==> config.mk <==
export PLATFORM = sky130hd
export DESIGN_NAME = instruction_fetch_unit_flat
export DESIGN_NICKNAME = d
export VERILOG_FILES = /design/src/rtl/instruction_fetch_unit_pkg.sv /design/src/rtl/instruction_fetch_unit_if.sv /design/src/rtl/instruction_fetch_unit_fetch_fifo.sv /design/src/rtl/instruction_fetch_unit.sv /design/src/flat_wrapper.sv
export SDC_FILE = /design/constraint.sdc
export NUM_CORES = 1
export LEC_CHECK = 0
export CAP_MARGIN = 20
export CELL_PAD_IN_SITES_DETAIL_PLACEMENT = 2
export CELL_PAD_IN_SITES_GLOBAL_PLACEMENT = 2
export CORE_MARGIN = 2
export CORE_UTILIZATION = 39
export CTS_CLUSTER_SIZE = 20
export DETAILED_ROUTE_END_ITERATION = 10
export HOLD_SLACK_MARGIN = 0.03
export PLACE_DENSITY_LB_ADDON = 0.1
export SLEW_MARGIN = 20
export SYNTH_ARGS = -nofsm -noshare
export SYNTH_HDL_FRONTEND = slang
export SYNTH_SLANG_ARGS = --single-unit
==> constraint.sdc <==
create_clock -name clk -period 6.52 [get_ports clk]
set_input_delay 0.652 -clock clk [delete_from_list [all_inputs] [get_ports clk]]
set_output_delay 0.652 -clock clk [all_outputs]
set_load 0.01 [all_outputs]
==> src/rtl/instruction_fetch_unit_pkg.sv <==
// Shared CPU constants for the fetch stage: NOP encoding, default widths and
// reset PC, plus a helper for sizing occupancy counters.
package instruction_fetch_unit_pkg;

  localparam int          DEF_PC_W     = 8;
  localparam int          DEF_INSTR_W  = 16;
  localparam logic [7:0]  DEF_RESET_PC = 8'h00;
  localparam logic [15:0] NOP_INSTR    = 16'h0000;

  // A counter for 0..depth inclusive needs one bit more than the pointer.
  function automatic int occ_cnt_w(input int depth);
    return $clog2(depth) + 1;
  endfunction

endpackage

==> src/rtl/instruction_fetch_unit_if.sv <==
// Instruction-memory port: request/grant for addresses, in-order response.
// A request transfers on a cycle with req && gnt; req/addr hold until granted.
interface instruction_fetch_unit_if
  import instruction_fetch_unit_pkg::*;
#(
  parameter int PC_W    = DEF_PC_W,
  parameter int INSTR_W = DEF_INSTR_W
);
  logic               req;
  logic [PC_W-1:0]    addr;
  logic               gnt;
  logic               rvalid;
  logic [INSTR_W-1:0] rdata;

  modport master (output req, addr, input gnt, rvalid, rdata);
  modport slave  (input req, addr, output gnt, rvalid, rdata);
endinterface

==> src/rtl/instruction_fetch_unit_fetch_fifo.sv <==
// Small synchronous FIFO with push/pop/clear and an occupancy count.
// Clear wins over push and pop in the same cycle.
module fetch_fifo
  import instruction_fetch_unit_pkg::*;
#(
  parameter int W     = 8,
  parameter int DEPTH = 2,
  parameter int CNT_W = occ_cnt_w(DEPTH)
) (
  input  logic             clk,
  input  logic             rst_n,
  input  logic             clear,
  input  logic             push,
  input  logic [W-1:0]     din,
  input  logic             pop,
  output logic [W-1:0]     dout,
  output logic [CNT_W-1:0] count
);
  localparam int AW = $clog2(DEPTH);

  logic [W-1:0]  mem [DEPTH];
  logic [AW-1:0] wr_ptr;
  logic [AW-1:0] rd_ptr;

  always_ff @(posedge clk or negedge rst_n) begin
    if (!rst_n) begin
      wr_ptr <= '0;
      rd_ptr <= '0;
      count  <= '0;
    end else if (clear) begin
      wr_ptr <= '0;
      rd_ptr <= '0;
      count  <= '0;
    end else begin
      if (push) wr_ptr <= wr_ptr + 1'b1;
      if (pop)  rd_ptr <= rd_ptr + 1'b1;
      count <= count + CNT_W'(push) - CNT_W'(pop);
    end
  end

  // Storage carries no reset; the owner never looks at it while count is 0.
  always_ff @(posedge clk) begin
    if (push && !clear) mem[wr_ptr] <= din;
  end

  assign dout = mem[rd_ptr];

endmodule

==> src/rtl/instruction_fetch_unit.sv <==
// Fetch stage: issues PCs to instruction memory under a credit limit, buffers
// returned {pc, instr} pairs for IF/ID, and flushes everything on redirect.
module instruction_fetch_unit
  import instruction_fetch_unit_pkg::*;
#(
  parameter int              PC_W      = DEF_PC_W,
  parameter int              INSTR_W   = DEF_INSTR_W,
  parameter int              BUF_DEPTH = 2,
  parameter logic [PC_W-1:0] RESET_PC  = PC_W'(DEF_RESET_PC)
) (
  input  logic                     clk,
  input  logic                     rst_n,
  input  logic                     stall,
  input  logic                     redirect,
  input  logic [PC_W-1:0]          redirect_pc,
  instruction_fetch_unit_if.master imem,
  output logic                     if_valid,
  output logic [PC_W-1:0]          if_pc,
  output logic [INSTR_W-1:0]       if_instruction
);
  localparam int CNT_W = occ_cnt_w(BUF_DEPTH);
  localparam int SUM_W = CNT_W + 2;
  localparam int ENT_W = PC_W + INSTR_W;

  logic [PC_W-1:0]  fetch_pc;
  logic [CNT_W-1:0] tag_cnt;
  logic [CNT_W-1:0] buf_cnt;
  logic [CNT_W-1:0] drop_cnt;
  logic [PC_W-1:0]  tag_head;
  logic [ENT_W-1:0] buf_head;
  logic [SUM_W-1:0] credits_used;
  logic             accept;
  logic             outstanding;
  logic             drop_rsp;
  logic             keep_rsp;
  logic             consume;

  // Killed-but-owed responses still hold a credit until they come back.
  assign credits_used = SUM_W'(tag_cnt) + SUM_W'(drop_cnt) + SUM_W'(buf_cnt);

  // Gated with rst_n so no request is visible while reset is held.
  assign imem.req  = rst_n && !redirect && (credits_used < SUM_W'(BUF_DEPTH));
  assign imem.addr = fetch_pc;
  assign accept    = imem.req && imem.gnt;

  assign outstanding = (tag_cnt != '0) || (drop_cnt != '0);
  assign drop_rsp    = imem.rvalid && (drop_cnt != '0);
  assign keep_rsp    = imem.rvalid && (drop_cnt == '0) && (tag_cnt != '0) && !redirect;

  assign if_valid       = (buf_cnt != '0) && !redirect;
  assign consume        = if_valid && !stall;
  assign if_pc          = if_valid ? buf_head[ENT_W-1:INSTR_W] : '0;
  assign if_instruction = if_valid ? buf_head[INSTR_W-1:0] : INSTR_W'(NOP_INSTR);

  fetch_fifo #(.W(PC_W), .DEPTH(BUF_DEPTH), .CNT_W(CNT_W)) u_tag_fifo (
    .clk   (clk),
    .rst_n (rst_n),
    .clear (redirect),
    .push  (accept),
    .din   (fetch_pc),
    .pop   (keep_rsp),
    .dout  (tag_head),
    .count (tag_cnt)
  );

  fetch_fifo #(.W(ENT_W), .DEPTH(BUF_DEPTH), .CNT_W(CNT_W)) u_instr_buf (
    .clk   (clk),
    .rst_n (rst_n),
    .clear (redirect),
    .push  (keep_rsp),
    .din   ({tag_head, imem.rdata}),
    .pop   (consume),
    .dout  (buf_head),
    .count (buf_cnt)
  );

  always_ff @(posedge clk or negedge rst_n) begin
    if (!rst_n) begin
      fetch_pc <= RESET_PC;
    end else if (redirect) begin
      fetch_pc <= redirect_pc;
    end else if (accept) begin
      fetch_pc <= fetch_pc + 1'b1;
    end
  end

  // Every in-flight tag becomes a response to discard; one landing in the
  // redirect cycle itself is already being discarded.
  always_ff @(posedge clk or negedge rst_n) begin
    if (!rst_n) begin
      drop_cnt <= '0;
    end else if (redirect) begin
      drop_cnt <= drop_cnt + tag_cnt - CNT_W'(imem.rvalid && outstanding);
    end else if (drop_rsp) begin
      drop_cnt <= drop_cnt - 1'b1;
    end
  end

endmodule
==> src/flat_wrapper.sv <==
// flat-port wrapper written by rule: the top's interface ports become plain ports
module instruction_fetch_unit_flat import instruction_fetch_unit_pkg::*;
#(
  parameter int              PC_W      = DEF_PC_W,
  parameter int              INSTR_W   = DEF_INSTR_W,
  parameter int              BUF_DEPTH = 2,
  parameter logic [PC_W-1:0] RESET_PC  = PC_W'(DEF_RESET_PC)
)
  (clk, rst_n, stall, redirect, redirect_pc, if_valid, if_pc, if_instruction, imem_req, imem_addr, imem_gnt, imem_rvalid, imem_rdata);
  instruction_fetch_unit_if #(.PC_W(PC_W), .INSTR_W(INSTR_W)) imem_i ();
  input  logic clk;
  input  logic rst_n;
  input  logic stall;
  input  logic redirect;
  input  logic [PC_W-1:0] redirect_pc;
  output logic if_valid;
  output logic [PC_W-1:0] if_pc;
  output logic [INSTR_W-1:0] if_instruction;
  output wire logic [$bits(imem_i.req)-1:0] imem_req;
  output wire logic [$bits(imem_i.addr)-1:0] imem_addr;
  input wire logic [$bits(imem_i.gnt)-1:0] imem_gnt;
  input wire logic [$bits(imem_i.rvalid)-1:0] imem_rvalid;
  input wire logic [$bits(imem_i.rdata)-1:0] imem_rdata;
  assign imem_req = imem_i.req;
  assign imem_addr = imem_i.addr;
  assign imem_i.gnt = imem_gnt;
  assign imem_i.rvalid = imem_rvalid;
  assign imem_i.rdata = imem_rdata;
  instruction_fetch_unit #(.PC_W(PC_W), .INSTR_W(INSTR_W), .BUF_DEPTH(BUF_DEPTH), .RESET_PC(RESET_PC)) u_core (.clk(clk), .rst_n(rst_n), .stall(stall), .redirect(redirect), .redirect_pc(redirect_pc), .imem(imem_i), .if_valid(if_valid), .if_pc(if_pc), .if_instruction(if_instruction));
endmodule
**Yosys cells after proc, flatten, opt, wreduce, memory -nomap -nowiden**

Memory sizes are Yosys's and may differ from the RTL's.
Cells that the tools add are included.
Widths: inputs -> output; s select.

- Mux-type cells: 20
- Magnitude comparators: 1
- $add $sub $neg: 14
- Reductions and logical operators: 23

Operators by type and width:

| operator | count |
|---|---|
| $mux 8 | 3 |
| $mux 16 | 1 |
| $reduce_bool 2->1 | 7 |
| $logic_and 1x1->1 | 12 |
| $mux 1 | 12 |
| $add 8x1->8 const B | 1 |
| $mux 2 | 4 |
| $sub 2x1->2 | 3 |
| $add 1x1->1 const B | 4 |
| $add 2x1->2 | 2 |
| $add 4x2->4 | 1 |
| $lt 4x2->1 const B | 1 |
| $add 2x2->3 | 1 |
| $add 2x2->2 | 1 |
| $logic_not 1->1 | 2 |
| $logic_not 2->1 | 1 |
| $sub 2x1->2 const B | 1 |
| $logic_or 1x1->1 | 1 |

- RAM bits: 64
- Logic and storage cells: 68
- Output and inout port bits: 34
- Input bits: 30
- Memories: 2
- Register bits after elaboration: 18

Memories:

| memory | words | bits a word | read ports | clocked after Yosys merged registers in | write ports | RTL line | RTL |
|---|---|---|---|---|---|---|---|
| u_core.u_instr_buf.mem | 2 | 24 | 1 | 0 | 1 | instruction_fetch_unit_fetch_fifo.sv:21 | `logic [W-1:0] mem [DEPTH];` |
| u_core.u_tag_fifo.mem | 2 | 8 | 1 | 0 | 1 | instruction_fetch_unit_fetch_fifo.sv:21 |  |

**Depth between registers and ports, before layout**

- Depth in word-level cells: 8
- Mapped depth: 14
- Depth with buffers taken out: 14

**By module**

A second synthesis with hierarchy kept.

- Cell total of the unflattened synthesis: 252
- Area total of the unflattened synthesis: 3786.1 um2

By module, submodules not included:

| module | cells each | seq. area each (um2) | area an instance (um2) | times used |
|---|---|---|---|---|
| fetch_fifo at u_core.u_instr_buf | 92 | 1541.5 | 2040.7 | 1 |
| instruction_fetch_unit | 118 | 250.2 | 957.2 | 1 |
| fetch_fifo at u_core.u_tag_fifo | 42 | 580.6 | 788.3 | 1 |

**Worst setup path after synthesis**

Ideal clock, no wire load.

- Kind: register -> register
- Start point: register u_core.u_tag_fifo.count[0]
- End point: register u_core.u_tag_fifo.count[1]
- Path buffers: 0
- Data arrival time: 2.885 ns
- Data required time: 6.389 ns
- Path slack: 3.504 ns
- Stages on the path, launching flop included: 15
- Cells stage by stage: dfrtp_1 -> ha_1 -> fa_1 -> inv_1 -> fa_1 -> nand2_1 -> nand4_2 -> nor2_1 -> inv_1 -> ha_1 -> inv_1 -> ha_1 -> xor2_1 -> xnor2_1 -> nor2_1

- Word-level cells in the longest chain between the ends: 8
- Elaborated cells between the ends (all ways): 11
- Classes of those cells: 4 x add/sub; 1 x order compare; 1 x mux; 5 x reduce/logical

RTL lines:

| what | RTL line | RTL |
|---|---|---|
| from (decl) | instruction_fetch_unit_fetch_fifo.sv:17 | `output logic [CNT_W-1:0] count` |
| from (signal assigned) | instruction_fetch_unit_fetch_fifo.sv:37 | `count <= count + CNT_W'(push) - CNT_W'(pop);` |
| $add 2x2->3 | instruction_fetch_unit.sv:39 | `assign credits_used = SUM_W'(tag_cnt) + SUM_W'(drop_cnt) + SUM_W'(buf_cnt);` |
| $add 4x2->4 | instruction_fetch_unit.sv:39 |  |
| $lt 4x2->1 | instruction_fetch_unit.sv:42 | `assign imem.req = rst_n && !redirect && (credits_used < SUM_W'(BUF_DEPTH));` |
| $logic_and 1x1->1 | instruction_fetch_unit.sv:42 |  |
| $logic_and 1x1->1 | instruction_fetch_unit.sv:44 | `assign accept = imem.req && imem.gnt;` |
| $add 2x1->2 | instruction_fetch_unit_fetch_fifo.sv:37 |  |
| $sub 2x1->2 (*) | instruction_fetch_unit_fetch_fifo.sv:37 |  |
| $mux 2 (*) | instruction_fetch_unit_fetch_fifo.sv:30 | `end else if (clear) begin` |

Mark *: on every way between the ends. The rest lies on a longest branch, timed or not.
A chain may end at the register's enable or synchronous reset.

**Worst setup path in the final report**

- Start point: register u_core.u_tag_fifo.count[0]
- End point: output port imem_req

- Word-level cells in the longest chain between the ends: 4

RTL lines:

| what | RTL line | RTL |
|---|---|---|
| $add 2x2->3 | instruction_fetch_unit.sv:39 |  |
| $add 4x2->4 | instruction_fetch_unit.sv:39 |  |
| $lt 4x2->1 | instruction_fetch_unit.sv:42 |  |
| $logic_and 1x1->1 | instruction_fetch_unit.sv:42 |  |
| to (decl) | flat_wrapper.sv:19 | `output wire logic [$bits(imem_i.req)-1:0] imem_req;` |

No other way between the ends.

==> metrics <==
status completed; total power 1.20 mW; sw power 0.325 mW; number of global-route vias before repair 2669; first-pass GRT wire length 14100 µm; non-filler cells, final 452; core box area 9150 µm²; clock power share 30.7%; drt wl/cell 19.1 µm; unique cell type count in the Yosys netlist 42; TritonCTS clock tree done; Fin. Hold Viols 0; Post-synth EDFFs 64; Mapped Cells 268; Async S/R FF share, synth 22.0%; row cnt 35; Residual DRC 0; delay-heaviest family, CP adder cells; cts hold-fix bufs 0; Crit path largest cell delay 0.58 ns; Final nets 379; largest net degree at the start of global routing 32; Die X 101 µm; Hold WC Path Type reg2reg; input/output buffers 63; Int Pwr 0.877 mW; Worst EP required 5.87 ns; # clock sinks 82; Starting DRT DRC Count 48; Comb power frac 17.1%; Least-Margin Pin Slew 0.710 ns; Antenna Cells 0; synthesized net count 311; max_slew headroom 52.6%; clock period minus final worst setup slack 3.85 ns; setup_tns 0 ns; setup slack, reg-to-reg 3.03 ns; Clock Skew 0.00850 ns; Post-synth top cells 64 x edfxtp_1, 37 x nor2_1, 24 x mux2i_1; Clock Tree Buf Depth 2; mean number of vias per cell 5.19; area leader, netlist edfxtp_1; share of layout cells above drive strength 1 10.3%; I/O Pins 64; Syn-to-layout area delta 26.7%; Slowest-stage cell, CP a21oi_1; CP Launch Type flop; top-count cell post-synth edfxtp_1; Die ar. 10100 µm²; DRT Pass-1 Iters 5; post-CTS setup buffer count 0; CP Capture Type output port; Hold WS 0.576 ns; Post-Route WL 8630 µm; grt ovf 0; Mapped Area 3640 µm²; CP cell instances ha_1, fa_1, inv_1, fa_1, a21oi_1, nor3b_1, clkdlybuf4s50_1; placer congestion estimate 0.715; post-cts resize count 0; pwr dens 260 nW/µm²; RSZ-0062 raised after global routing no; CTS buffer count 9; CTS root buffer clkbuf_8; Synth area leaders edfxtp_1 53%, dfrtp_1 12%, mux2i_1 6.6%; Crit path buffers/inverters 2; worst-skew pair later-pin latency 0.35 ns; Via Count 2348; initial antenna violation count 0; synth warn 0; MaxCap Viol Count 0; crit path max fanout 11; DIE HEIGHT 101 µm; switching share of power 27.1%; initial core utilization 39.8%; fin crit share 59.0%; synthesized area per cell 13.6 µm²; total placed cells including tap cells 436; final max-slew violation count 0; share of the synthesized area in the top cell type 52.7%; Fmax 260 MHz; Final HPWL DP 6180 µm; cell mode on critical path fa_1; CTS H-tree lvls 3; clock-pin slew on the worst setup and hold paths 0.09 ns; Finish-stage setup viols 0; WP data arrival 3.20 ns; Setup CP Type reg2out; Synth Register Bits 82; Flop pwr share 52.2%; ANT nets after route 0; P_leak 1.65 nW; Synth Flop Type edfxtp_1; sequential area share after synthesis 65.1%; GRT Total Usage 18.6%; worst vdd ir 98.5 µV
## stage by stage
| stage | area [µm²] | utilization (%) | setup WS [ns] |
|---|---|---|---|
| floorplan | 3640 | - | 3.50 |
| global placement | 4400 | 48.1 | 3.08 |
| detailed placement | 4420 | 48.3 | 2.99 |
| CTS | 4610 | 50.4 | 2.62 |
| global route | 4620 | 50.5 | 2.42 |
| finish | 4620 | 50.5 | 2.67 |
## cell families (layout without fill, tap and decap cells)
| family | after synthesis | count (layout) | synth area share (%) |
|---|---|---|---|
| xor gates and xnor gates | 9 | 9 | 2.16 |
| adders and majority gates | 13 | 13 | 4.87 |
| AOI/OAI and AO/OA | 24 | 24 | 4.57 |
| muxes | 33 | 33 | 9.37 |
| and+or+nand+nor | 82 | 82 | 11.2 |
| DFF | 82 | 82 | 65.1 |
| buffers and inverters | 25 | 98 | 2.75 |
## layout by cell type, fill, tap and decap left out, drive strengths merged, types with 6 or more instances in the layout
cell / n
dfrtp: 18
inv: 15
mux2i: 24
clkdlybuf4s50: 63
clkbuf: 10
nand2: 12
o211ai: 6
nor2: 37
nor2b: 6
mux2: 9
ha: 11
edfxtp: 64
## layout make-up
class                   instances  area, µm²
clock buffers                  10        128
clock inverters                 6       66.3
fillers                       899       4530
inverters                      14       52.6
multi-input cells             161       1190
flip-flops and latches         82       2370
well taps                     111        139
repair buffers                 68        676
## power by group through the flow
stage	Combinational, mW	Sequential (mW)	Clock (mW)
final	0.206	0.628	0.369
after global routing	0.237	0.633	0.400
after CTS	0.210	0.629	0.379
after detailed placement	0.208	0.640	0
after global placement	0.199	0.636	0
after floorplan	0.124	0.631	0
## layer usage
| layer | share of wire (%) | track usage [%] | up-vias |
|---|---|---|---|
| met1 | 42 | 21.8 | 1178 |
| li1 | - | - | 1102 |
| met2 | 53 | 33.6 | 56 |
| met5 | 0 | 0 | - |
| met3 | 4.1 | 4.23 | 12 |
| met4 | 1.6 | 5.80 | 0 |
## registers in the layout, summed over array words and instances (netlist names)
| register | flops |
|---|---|
| u_core.u_tag_fifo.rd_ptr | 1 |
| u_core.u_instr_buf.rd_ptr | 1 |
| u_core.u_tag_fifo.count | 2 |
| u_core.drop_cnt | 2 |
| u_core.u_instr_buf.count | 2 |
| u_core.imem.addr | 8 |
| u_core.u_instr_buf.wr_ptr | 1 |
| u_core.u_tag_fifo.mem | 16 |
| u_core.u_instr_buf.mem | 48 |
| u_core.u_tag_fifo.wr_ptr | 1 |
## worst register-to-register path, stage by stage (launching register included)
cell	delay (ns)
dfrtp_1	0.44
ha_1	0.21
fa_1	0.51
inv_1	0.07
fa_1	0.42
a21oi_1	0.58
nor2_1	0.22
inv_1	0.10
ha_1	0.22
inv_1	0.05
ha_1	0.15
xor2_1	0.20
xnor2_1	0.14
nor2_1	0.06
## worst paths after layout
check	startpoint	to	cells past startpoint
worst max-delay path	u_core.u_tag_fifo.count[0]	imem_req	7
max in group asynchronous	rst_n	u_core.u_instr_buf.rd_ptr	2
min in group asynchronous	rst_n	u_core.imem.addr[0]	2
worst min-delay path	u_core.u_tag_fifo.mem[0][6]	u_core.u_instr_buf.mem[0][22]	1
worst max register to register	u_core.u_tag_fifo.count[0]	u_core.u_tag_fifo.count[1]	13
worst min register to register	u_core.u_tag_fifo.mem[0][6]	u_core.u_instr_buf.mem[0][22]	1
(Power assumes the default switching activity.)
